## src/rtl/alif_param_serializer_if.sv

```systemverilog
// Config link bundle between host controller and the neuron parameter serializer.
// master: host side driving fields/start/ack; slave: serializer.
interface alif_param_serializer_if;
  logic       enable;
  logic       start;
  logic [2:0] weight_a;
  logic [2:0] weight_b;
  logic [7:0] leak_rate;
  logic [7:0] threshold_min;
  logic [3:0] leak_cycles;
  logic       params_ready_in;
  logic       load_mode;
  logic       serial_data;
  logic       busy;
  logic       done;
  logic       timeout_err;

  modport master (
    output enable, start,
    output weight_a, weight_b,
    output leak_rate, threshold_min,
    output leak_cycles,
    output params_ready_in,
    input  load_mode, serial_data,
    input  busy, done, timeout_err
  );

  modport slave (
    input  enable, start,
    input  weight_a, weight_b,
    input  leak_rate, threshold_min,
    input  leak_cycles,
    input  params_ready_in,
    output load_mode, serial_data,
    output busy, done, timeout_err
  );
endinterface

```

## src/rtl/alif_param_serializer.sv

```systemverilog
// Serializes a 26-bit neuron parameter frame MSB-first and waits for the loader ack.
// Ports: clk, reset (async, active-high), bus (slave: fields/start/ack in, link/status out).
module alif_param_serializer #(
  parameter int BIT_CYCLES  = 1,
  parameter int ACK_TIMEOUT = 16
) (
  input logic                    clk,
  input logic                    reset,
  alif_param_serializer_if.slave bus
);

  localparam int BCW = $clog2(BIT_CYCLES + 1);
  localparam int ACW = $clog2(ACK_TIMEOUT + 1);
  localparam logic [BCW-1:0] BC_LAST = BCW'(BIT_CYCLES - 1);
  localparam logic [ACW-1:0] AC_LAST = ACW'(ACK_TIMEOUT - 1);

  typedef enum logic [1:0] {
    IDLE,
    SHIFT,
    WAIT_ACK
  } state_t;

  state_t         state_q, state_d;
  logic [25:0]    shadow_q, shadow_d;
  logic [4:0]     bit_idx_q, bit_idx_d;
  logic [BCW-1:0] bit_cnt_q, bit_cnt_d;
  logic [ACW-1:0] ack_cnt_q, ack_cnt_d;
  logic           done_q, done_d;
  logic           tout_q, tout_d;

  always_ff @(posedge clk or posedge reset) begin
    if (reset) begin
      state_q   <= IDLE;
      shadow_q  <= '0;
      bit_idx_q <= '0;
      bit_cnt_q <= '0;
      ack_cnt_q <= '0;
      done_q    <= 1'b0;
      tout_q    <= 1'b0;
    end else if (bus.enable) begin
      state_q   <= state_d;
      shadow_q  <= shadow_d;
      bit_idx_q <= bit_idx_d;
      bit_cnt_q <= bit_cnt_d;
      ack_cnt_q <= ack_cnt_d;
      done_q    <= done_d;
      tout_q    <= tout_d;
    end
  end

  always_comb begin
    state_d   = state_q;
    shadow_d  = shadow_q;
    bit_idx_d = bit_idx_q;
    bit_cnt_d = bit_cnt_q;
    ack_cnt_d = ack_cnt_q;
    done_d    = 1'b0;
    tout_d    = tout_q;
    unique case (state_q)
      IDLE: begin
        if (bus.start) begin
          shadow_d  = {bus.weight_a, bus.weight_b,
                       bus.leak_rate, bus.threshold_min,
                       bus.leak_cycles};
          tout_d    = 1'b0;
          bit_idx_d = 5'd25;
          bit_cnt_d = '0;
          state_d   = SHIFT;
        end
      end
      SHIFT: begin
        if (bit_cnt_q == BC_LAST) begin
          bit_cnt_d = '0;
          if (bit_idx_q == 5'd0) begin
            ack_cnt_d = '0;
            state_d   = WAIT_ACK;
          end else begin
            bit_idx_d = bit_idx_q - 5'd1;
          end
        end else begin
          bit_cnt_d = bit_cnt_q + 1'b1;
        end
      end
      WAIT_ACK: begin
        // An ack on the last allowed cycle beats the timeout.
        if (bus.params_ready_in) begin
          done_d  = 1'b1;
          state_d = IDLE;
        end else if (ack_cnt_q == AC_LAST) begin
          tout_d  = 1'b1;
          done_d  = 1'b1;
          state_d = IDLE;
        end else begin
          ack_cnt_d = ack_cnt_q + 1'b1;
        end
      end
      default: state_d = IDLE;
    endcase
  end

  assign bus.load_mode   = (state_q == SHIFT);
  assign bus.serial_data = (state_q == SHIFT) & shadow_q[bit_idx_q];
  assign bus.busy        = (state_q != IDLE);
  assign bus.done        = done_q;
  assign bus.timeout_err = tout_q;

endmodule

```

## src/flat_wrapper.sv

```systemverilog
// flat-port wrapper written by rule: the top's interface ports become plain ports
module alif_param_serializer_flat 
#(
  parameter int BIT_CYCLES  = 1,
  parameter int ACK_TIMEOUT = 16
)
  (clk, reset, bus_enable, bus_start, bus_weight_a, bus_weight_b, bus_leak_rate, bus_threshold_min, bus_leak_cycles, bus_params_ready_in, bus_load_mode, bus_serial_data, bus_busy, bus_done, bus_timeout_err);
  alif_param_serializer_if bus_i ();
  input logic clk;
  input logic reset;
  input wire logic [$bits(bus_i.enable)-1:0] bus_enable;
  input wire logic [$bits(bus_i.start)-1:0] bus_start;
  input wire logic [$bits(bus_i.weight_a)-1:0] bus_weight_a;
  input wire logic [$bits(bus_i.weight_b)-1:0] bus_weight_b;
  input wire logic [$bits(bus_i.leak_rate)-1:0] bus_leak_rate;
  input wire logic [$bits(bus_i.threshold_min)-1:0] bus_threshold_min;
  input wire logic [$bits(bus_i.leak_cycles)-1:0] bus_leak_cycles;
  input wire logic [$bits(bus_i.params_ready_in)-1:0] bus_params_ready_in;
  output wire logic [$bits(bus_i.load_mode)-1:0] bus_load_mode;
  output wire logic [$bits(bus_i.serial_data)-1:0] bus_serial_data;
  output wire logic [$bits(bus_i.busy)-1:0] bus_busy;
  output wire logic [$bits(bus_i.done)-1:0] bus_done;
  output wire logic [$bits(bus_i.timeout_err)-1:0] bus_timeout_err;
  assign bus_i.enable = bus_enable;
  assign bus_i.start = bus_start;
  assign bus_i.weight_a = bus_weight_a;
  assign bus_i.weight_b = bus_weight_b;
  assign bus_i.leak_rate = bus_leak_rate;
  assign bus_i.threshold_min = bus_threshold_min;
  assign bus_i.leak_cycles = bus_leak_cycles;
  assign bus_i.params_ready_in = bus_params_ready_in;
  assign bus_load_mode = bus_i.load_mode;
  assign bus_serial_data = bus_i.serial_data;
  assign bus_busy = bus_i.busy;
  assign bus_done = bus_i.done;
  assign bus_timeout_err = bus_i.timeout_err;
  alif_param_serializer #(.BIT_CYCLES(BIT_CYCLES), .ACK_TIMEOUT(ACK_TIMEOUT)) u_core (.clk(clk), .reset(reset), .bus(bus_i));
endmodule
```

## config.mk

```make
export PLATFORM = sky130hd
export DESIGN_NAME = alif_param_serializer_flat
export DESIGN_NICKNAME = d
export VERILOG_FILES = /design/src/rtl/alif_param_serializer_if.sv /design/src/rtl/alif_param_serializer.sv /design/src/flat_wrapper.sv
export SDC_FILE = /design/constraint.sdc
export NUM_CORES = 1
export LEC_CHECK = 0
export CAP_MARGIN = 20
export CORE_AREA = 2 2 93 95
export DETAILED_ROUTE_END_ITERATION = 12
export DIE_AREA = 0 0 95 97
export PLACE_DENSITY = 0.44
export SLEW_MARGIN = 20
export SYNTH_ARGS = -nofsm -noshare
export SYNTH_HDL_FRONTEND = slang
export SYNTH_SLANG_ARGS = --single-unit
```

## constraint.sdc

```tcl
create_clock -name clk -period 3.3 [get_ports clk]
set_clock_uncertainty 0.15 [all_clocks]
set_input_delay 0.66 -clock clk [delete_from_list [all_inputs] [get_ports clk]]
set_output_delay 0.66 -clock clk [all_outputs]
set_load 0.1 [all_outputs]
```

* After elaboration in Yosys (flattened, before gate mapping)
Index checks and enable logic that the tools add are counted.
** Cells by class
- Add/sub/neg operators :: 3
- $lt $le $gt $ge :: 1
- Equal/unequal tests :: 11
- Mux-type cells :: 26
- Bitwise operators :: 1
- Reduce and logical (&&, ||, !) cells :: 12
** Operator list (number)
- 5-bit two-way mux :: 7
- 5-bit one-hot mux with 2 select lines :: 2
- 5-bit AND reduction :: 3
- 2-bit two-way mux :: 5
- 2-bit inequality test (second input constant) :: 5
- 1-bit two-way mux :: 8
- 2-bit nonzero test :: 4
- 5-bit by 6-bit less-than comparator with 1-bit output (second input constant) :: 1
- 2-bit one-hot mux with 3 select lines :: 1
- 3-bit AND reduction :: 2
- 6-bit AND reduction :: 1
- 5-bit by 1-bit adder with 5-bit output (second input constant) :: 1
- 1-bit binary-select mux with 5-bit select :: 1
- 5-bit by 4-bit == test with 1-bit output (second input constant) :: 1
- 5-bit logical NOT :: 1
- 5-bit by 1-bit subtractor with 5-bit output (second input constant) :: 1
- 2-bit by 1-bit inequality test with 1-bit output (second input constant) :: 2
- 1-bit one-hot mux with 2 select lines :: 2
- 3-bit by 2-bit inequality test with 1-bit output (second input constant) :: 1
- 2-bit by 1-bit == test with 1-bit output (second input constant) :: 1
- 2-bit == test (second input constant) :: 1
- 2-bit logical NOT :: 1
- 1-bit adder (second input constant) :: 1
- 1-bit AND :: 1
** Word-level totals
- Register bits :: 41
- Input port bits :: 31
- Output and inout port bits :: 5

* Logic depth before layout (Yosys ltp)
Gate-level depths: netlist of run 1.
- Depth after elaboration :: 4
- Mapped depth :: 8

* Worst setup path after synthesis of run 1
Ideal clock, no wire load.
- Path type :: reg-to-output
- Start point :: register u_core.bit_idx_q[0]
- End point :: output bus_serial_data
- Arrival time :: 2.862 ns
- Setup slack :: -0.372 ns
- Cell stages (with the launch flop) :: 7
- Path buffers :: 2
- Cell sequence :: dfrtp_1 > clkbuf_1 > buf_2 > mux2i_1 > a22oi_1 > nand3_1 > a41oi_1
** Between the ends
- Longest elaborated chain between the ends :: 3
** RTL lines
- start: declaration :: RTL line alif_param_serializer.sv:25 : logic [4:0] bit_idx_q, bit_idx_d;
- start signal: assignment :: RTL line alif_param_serializer.sv:43 : bit_idx_q <= bit_idx_d;
- 1-bit binary-select mux with 5-bit select :: RTL line alif_param_serializer.sv:102 : assign bus.serial_data = (state_q == SHIFT) & shadow_q[bit_idx_q];
- 1-bit two-way mux (not written as such) :: RTL line alif_param_serializer.sv:102
- 1-bit AND :: RTL line alif_param_serializer.sv:102
- end: declaration :: RTL line flat_wrapper.sv:20 : output wire logic [$bits(bus_i.serial_data)-1:0] bus_serial_data;
Every way passes these cells. The select of a mux whose other input is x is not followed.

* Worst setup path in the final report of run 1
Same ends and word-level chain as after synthesis.

==> flow_metrics.env, run 1 <==
export IMPL_finalNetCount=244
export IMPL_holdWs_ns=0.3416
export IMPL_leakage_nw=1.115
export IMPL_cts_tree="done"
export IMPL_async_flop_share=1.000
export IMPL_yosysWarnings=0
export IMPL_wl_per_cell_um=13.88
export IMPL_final_util=0.3204
export IMPL_maxCapViolCount=0
export IMPL_drc_errors=0
export IMPL_power_total_mw=2.250
export IMPL_die_x_um=95
export IMPL_grt_pass1_vias=1420
export IMPL_crit_path_max_fanout=16
export IMPL_io_buffer_count=35
export IMPL_grt_max_degree=41
export IMPL_slowest_stage="dfrtp_1"
export IMPL_period_share=0.8878
export IMPL_cts_hold_buf=0
export IMPL_yosysTopAreaCellShare=0.5016
export IMPL_first_iter_violations=49
export IMPL_critPathCaptureType="primary output"
export IMPL_cts_buffer_depth=2
export IMPL_layout_min_cycle_time_ns=2.930
export IMPL_fmaxAchievable_mhz=341.3
export IMPL_num_antenna_cells=0
export IMPL_netlist_instances=171
export IMPL_hpwl_um=3054
export IMPL_final_fill_count=837
export IMPL_crit_required_ns=2.49
export IMPL_grt_antenna_before_repair=0
export IMPL_overflow=0
export IMPL_ant_nets=0
export IMPL_synth_area_leader_cell="dfrtp_1"
export IMPL_sw_frac_of_total=0.3904
export IMPL_ys_types=40
export IMPL_relSlewSlack=0.5196
export IMPL_worstPathArrival_ns=2.12
export IMPL_place_congestion=0.7213
export IMPL_multiInputGateArea_um2=953.4
export IMPL_p_seq_frac=0.402
export IMPL_status="finished clean"
export IMPL_power_internal_mw=1.372
export IMPL_drive_above_1_share=0.2048
export IMPL_drt_total_wl_um=4372
export IMPL_clkPwrFrac=0.191
export IMPL_area_growth_pct=30.60
export IMPL_clk_insertion_delay_late_ns=0.29
export IMPL_route_vias_total=1386
export IMPL_drv_slew=0
export IMPL_crit_path_start_kind="flip-flop"
export IMPL_synth_yosys_seq_area_share=0.5016
export IMPL_syn_nets=206
export IMPL_synth_edf_count=0
export IMPL_rows=33
export IMPL_dieArea_um2=9215
export IMPL_synth_area_um2=1996
export IMPL_dr_pass1_iters=4
export IMPL_path_cells="mux2i_1 > a211oi_1 > nand3_1 > a41oi_2 > buf_12"
export IMPL_layout_commonest_cell="dfrtp_1"
export IMPL_synth_seq_cells=40
export IMPL_cts_buffers=5
export IMPL_setup_violations_final=0
export IMPL_htreeDepth=2
export IMPL_grt_usage=0.09902
export IMPL_grt_pass1_wl_um=7065
export IMPL_die_y_um=97
export IMPL_pwr_share_comb=0.407
export IMPL_cts_root_buffer="clkbuf_8"
export IMPL_worst_slew_pin_slew_ns=0.7205
export IMPL_synth_area_top_cells="dfrtp_1, mux2_2, mux2i_1"
export IMPL_cts_setup_buffers=0
export IMPL_post_cts_resized=0
export IMPL_core_um2=8134
export IMPL_p_per_area_nw_per_um2=863.3
export IMPL_viasPerCell=4.400
export IMPL_rsz0062_at_grt="no"
export IMPL_cp_slowest_stage_delay_ns=0.81
export IMPL_cts_sinks=40
export IMPL_path_clk_slew_ns=0.08
export IMPL_pin_count=36
export IMPL_synthFlopType="dfrtp_1"
export IMPL_hold_viol=0
export IMPL_regArea_um2=1001
export IMPL_min_path_type="flip-flop to flip-flop"
export IMPL_tns_ns=0
export IMPL_critical_path_class="flip-flop to primary output"
export IMPL_syn_avg_cell_area_um2=11.67
export IMPL_initial_core_util=0.2453
export IMPL_switching_power_uw=878.4
export IMPL_vdd_drop_max_mv=0.4966
export IMPL_final_cell_mix="dfrtp_1, clkdlybuf4s50_1, mux2_2, mux2i_1"
-- synthesized netlist by cell type (all sizes together) (2+ instances only) --
master,count
nand2b,4
nor2,6
or2,2
nand3,5
o31ai,4
a21oi,4
xor2,2
nand2,8
mux2,27
buf,4
a31oi,2
a21o,2
dfrtp,40
a22oi,3
mux2i,12
o211ai,2
ha,4
nand4,4
nor2b,4
inv,7
o21ai,10
clkbuf,3
-- final cells by class --
| cell class | instances | area share |
|---|---|---|
| inverter | 7 | 0.01008 |
| tap | 105 | 0.05041 |
| clock inverter | 2 | 0.01488 |
| timing repair buffer | 38 | 0.1431 |
| multi-input combinational | 117 | 0.3658 |
| clock buffer | 6 | 0.03169 |
| sequential | 40 | 0.3841 |
-- registers in the layout, summed over array words and instances (netlist names) --
name	flops
u_core.ack_cnt_q	5
u_core.bit_idx_q	5
u_core.bus.done	1
u_core.bus.timeout_err	1
u_core.shadow_q	26
u_core.state_q	2
-- metal layers --
layer,GRT usage,up-vias,share of wire
li1,-,695,-
met1,0.1424,653,0.51
met2,0.1462,31,0.43
met3,0.02414,7,0.046
met4,0.03010,0,0.012
met5,0,-,0
-- per-stage QoR --
stage | cells | setup slack (ns) | cell area (µm²)
6_report | 315 | 0.3704 | 2606
4_1_cts | 315 | 0.2794 | 2606
3_3_place_gp | 307 | 0.6397 | 2485
5_1_grt | 315 | 0.1820 | 2606
2_1_floorplan | 171 | 0.3059 | 2003
3_5_place_dp | 307 | 0.6163 | 2485
-- final timing paths --
kind                       slack, ns  cells past startpoint                            start                         endpoint
max reg2reg                     0.77                      6  u_core.bit_idx_q[0]$_DFFE_PP0P_  u_core.ack_cnt_q[0]$_DFFE_PP0P_
min in group asynchronous       0.65                      3                            reset  u_core.bit_idx_q[1]$_DFFE_PP0P_
max in group asynchronous       2.00                      3                            reset  u_core.bit_idx_q[0]$_DFFE_PP0P_
max                             0.37                      5  u_core.bit_idx_q[0]$_DFFE_PP0P_                  bus_serial_data
min                             0.34                      1  u_core.shadow_q[18]$_DFFE_PP0P_  u_core.shadow_q[18]$_DFFE_PP0P_
min reg2reg                     0.34                      1  u_core.shadow_q[18]$_DFFE_PP0P_  u_core.shadow_q[18]$_DFFE_PP0P_
-- worst max-delay path, delay by kind of cell (launching register included) --
family	cells	cell delay, ns
buf+inv	1	0.21
mux	1	0.15
simple gates	1	0.12
flops	1	0.81
compound gates	2	0.52
-- logic make-up after synthesis --
family,after synthesis,share of synthesized area
buffers and inverters,14,0.03197
multiplexers,39,0.2125
adder cells (fa/ha/maj),4,0.02508
XOR/XNOR,2,0.008779
AND/OR/NAND/NOR,41,0.1147
AO/OA/AOI/OAI,31,0.1053
flip-flops,40,0.5016
-- power by group through the flow --
stage | logic, mW | registers (mW) | clock network, mW
floorplan | 0.756 | 0.836 | 0
global placement | 0.916 | 0.937 | 0
detailed placement | 0.930 | 0.928 | 0
CTS | 0.932 | 0.918 | 0.449
global route | 0.998 | 0.948 | 0.466
finish | 0.915 | 0.905 | 0.429
(Power assumes the default switching activity.)
==> run 2, diff against run 1 <==
--- a/config.mk
+++ b/config.mk
@@ -6,10 +6,12 @@
 export NUM_CORES = 1
 export LEC_CHECK = 0
 export CAP_MARGIN = 20
-export CORE_AREA = 2 2 93 95
+export CORE_AREA = 3 3 94 96
+export CTS_BUF_LIST = sky130_fd_sc_hd__clkbuf_16
 export DETAILED_ROUTE_END_ITERATION = 12
-export DIE_AREA = 0 0 95 97
+export DIE_AREA = 0 0 97 99
 export PLACE_DENSITY = 0.44
+export REMOVE_ABC_BUFFERS = 1
 export SLEW_MARGIN = 20
 export SYNTH_ARGS = -nofsm -noshare
 export SYNTH_HDL_FRONTEND = slang
==> run 2 against run 1 <==
Global-route usage shrank 0.38 points; register-to-register slack improved by 0.03 ns; setup slack got worse by 0.073 ns; largest cell class unchanged; highest routed layer unchanged; via count increased by 0.29%; cell count shrank 0.32%; critical path type unchanged; non-clock buffer count shrank 1; hold slack got worse by 0.0019 ns.
==> flow_metrics.env, run 2 (synthesis gave the netlist of run 1 again) <==
export IMPL_status="finished clean"
export IMPL_drc_errors=0
export IMPL_fin_ws_ns=0.2974
export IMPL_largest_reg_flops=26
export IMPL_pwr_share_comb=0.398
export IMPL_holdWs_ns=0.3396
export IMPL_min_path_cells=1
export IMPL_power_internal_mw=1.394
export IMPL_fmaxAchievable_mhz=333.0
export IMPL_final_util=0.3204
export IMPL_vdd_drop_max_mv=0.2557
export IMPL_clkPwrFrac=0.198
export IMPL_place_congestion=0.7473
export IMPL_worst_slew_pin_slew_ns=0.7304
export IMPL_design_area_um2=2606
export IMPL_cts_setup_buffers=0
export IMPL_power_total_mw=2.260
export IMPL_drt_total_wl_um=4279
export IMPL_clk_insertion_delay_late_ns=0.27
export IMPL_switching_power_uw=865.8
export IMPL_area_growth_pct=30.60
export IMPL_path_clk_slew_ns=0.05
export IMPL_pin_count=36
export IMPL_timing_rr_start="u_core.bit_idx_q[0]$_DFFE_PP0P_"
export IMPL_die_y_um=99
export IMPL_dr_pass1_iters=4
export IMPL_grt_antenna_before_repair=0
export IMPL_pre_cts_ws_ns=0.5441
export IMPL_overflow=0
export IMPL_critPathBufInv=1
export IMPL_sw_frac_of_total=0.3831
export IMPL_ant_nets=0
export IMPL_cts_buffer_depth=2
export IMPL_io_buffer_count=35
export IMPL_reg_top3="u_core.shadow_q x26, u_core.ack_cnt_q x5, u_core.bit_idx_q x5"
export IMPL_largest_register="u_core.shadow_q"
export IMPL_rsz0062_at_grt="no"
export IMPL_htreeDepth=2
export IMPL_p_per_area_nw_per_um2=867.2
export IMPL_final_cells=314
export IMPL_core_um2=8134
export IMPL_setup_violations_final=0
export IMPL_relSlewSlack=0.5131
export IMPL_crit_path_max_fanout=16
export IMPL_hp_start="u_core.shadow_q[25]$_DFFE_PP0P_"
export IMPL_critPathCaptureType="primary output"
export IMPL_period_share=0.9099
export IMPL_tns_ns=0
export IMPL_cts_root_buffer="clkbuf_16"
export IMPL_viasPerCell=4.427
export IMPL_cts_hold_buf=0
export IMPL_grt_pass1_vias=1534
export IMPL_placedCellCount=306
export IMPL_reg2reg_slack_ns=0.80
export IMPL_placed_cell_area_um2=2470
export IMPL_crit_required_ns=2.49
export IMPL_ff2ff_path_depth=6
export IMPL_first_iter_violations=45
export IMPL_min_path_type="flip-flop to flip-flop"
export IMPL_die_x_um=97
export IMPL_grt_max_degree=41
export IMPL_cp_slowest_stage_delay_ns=0.81
export IMPL_final_cell_mix="dfrtp_1, clkdlybuf4s50_1, mux2_2, mux2i_1"
export IMPL_finalNetCount=243
export IMPL_num_antenna_cells=0
export IMPL_path_cells="mux2i_1 > a211oi_1 > nand3_1 > a41oi_1 > buf_12"
export IMPL_hold_viol=0
export IMPL_layout_commonest_cell="dfrtp_1"
export IMPL_crit_family="flip-flops"
export IMPL_wl_per_cell_um=13.63
export IMPL_cts_sinks=40
export IMPL_route_vias_total=1390
export IMPL_maxCapViolCount=0
export IMPL_leakage_nw=1.122
export IMPL_drv_slew=0
export IMPL_crit_path_start_kind="flip-flop"
export IMPL_critical_path_class="flip-flop to primary output"
export IMPL_hpwl_um=3078
export IMPL_slowest_stage="dfrtp_1"
export IMPL_grt_usage=0.09519
export IMPL_grt_pass1_wl_um=7445
export IMPL_cts_buffers=5
export IMPL_cts_tree="done"
export IMPL_drive_above_1_share=0.1818
export IMPL_dieArea_um2=9603
export IMPL_r2r_end="u_core.ack_cnt_q[0]$_DFFE_PP0P_"
export IMPL_layout_min_cycle_time_ns=3.003
export IMPL_worstPathArrival_ns=2.19
export IMPL_hold_end="u_core.shadow_q[25]$_DFFE_PP0P_"
export IMPL_p_seq_frac=0.404
export IMPL_post_cts_resized=0
export IMPL_rows=33
export IMPL_initial_core_util=0.2453
run 2: changes by cell type in the layout (fill, tap and decap cells not counted), sizes merged:
cell	change
inv	+2
buf	-1
clkbuf	-1
bufinv	-1
run 2: how the worst max path moves through the flow:
| stage | from | to | slack, ns | cells after the start |
|---|---|---|---|---|
| 2_1_floorplan | bus_start | u_core.bit_idx_q[4]$_DFFE_PP0P_ | -1.04 | 4 |
| 3_3_place_gp | bus_enable | u_core.bit_idx_q[4]$_DFFE_PP0P_ | 0.57 | 6 |
| 3_5_place_dp | u_core.bit_idx_q[0]$_DFFE_PP0P_ | bus_serial_data | 0.54 | 5 |
| 4_1_cts | u_core.bit_idx_q[0]$_DFFE_PP0P_ | bus_serial_data | 0.25 | 5 |
| 5_1_grt | u_core.bit_idx_q[0]$_DFFE_PP0P_ | bus_serial_data | 0.1 | 5 |
| 6_report | u_core.bit_idx_q[0]$_DFFE_PP0P_ | bus_serial_data | 0.30 | 5 |
run 2: layout make-up:
type | instances | area, µm²
multi-input combinational | 117 | 945.9
inverter | 7 | 26.28
timing repair buffer | 37 | 365.4
fill | 826 | 5528
tap | 105 | 131.4
clock inverter | 3 | 11.26
clock buffer | 5 | 125.1
sequential | 40 | 1001
run 2: power groups by stage:
| stage | logic [mW] | registers [mW] | clock network (mW) |
|---|---|---|---|
| floorplan | 0.696 | 0.868 | 0 |
| global placement | 0.914 | 0.935 | 0 |
| detailed placement | 0.913 | 0.926 | 0 |
| CTS | 0.919 | 0.918 | 0.468 |
| global route | 0.990 | 0.953 | 0.489 |
| finish | 0.900 | 0.913 | 0.447 |
run 2: layer usage:
metal / track usage / routed length, µm / vias to the layer above
li1: - / - / 696
met1: 0.1192 / 2035 / 663
met2: 0.1587 / 2016 / 25
met3: 0.03043 / 172 / 6
met4: 0.02592 / 54 / 0
met5: 0 / 0 / -
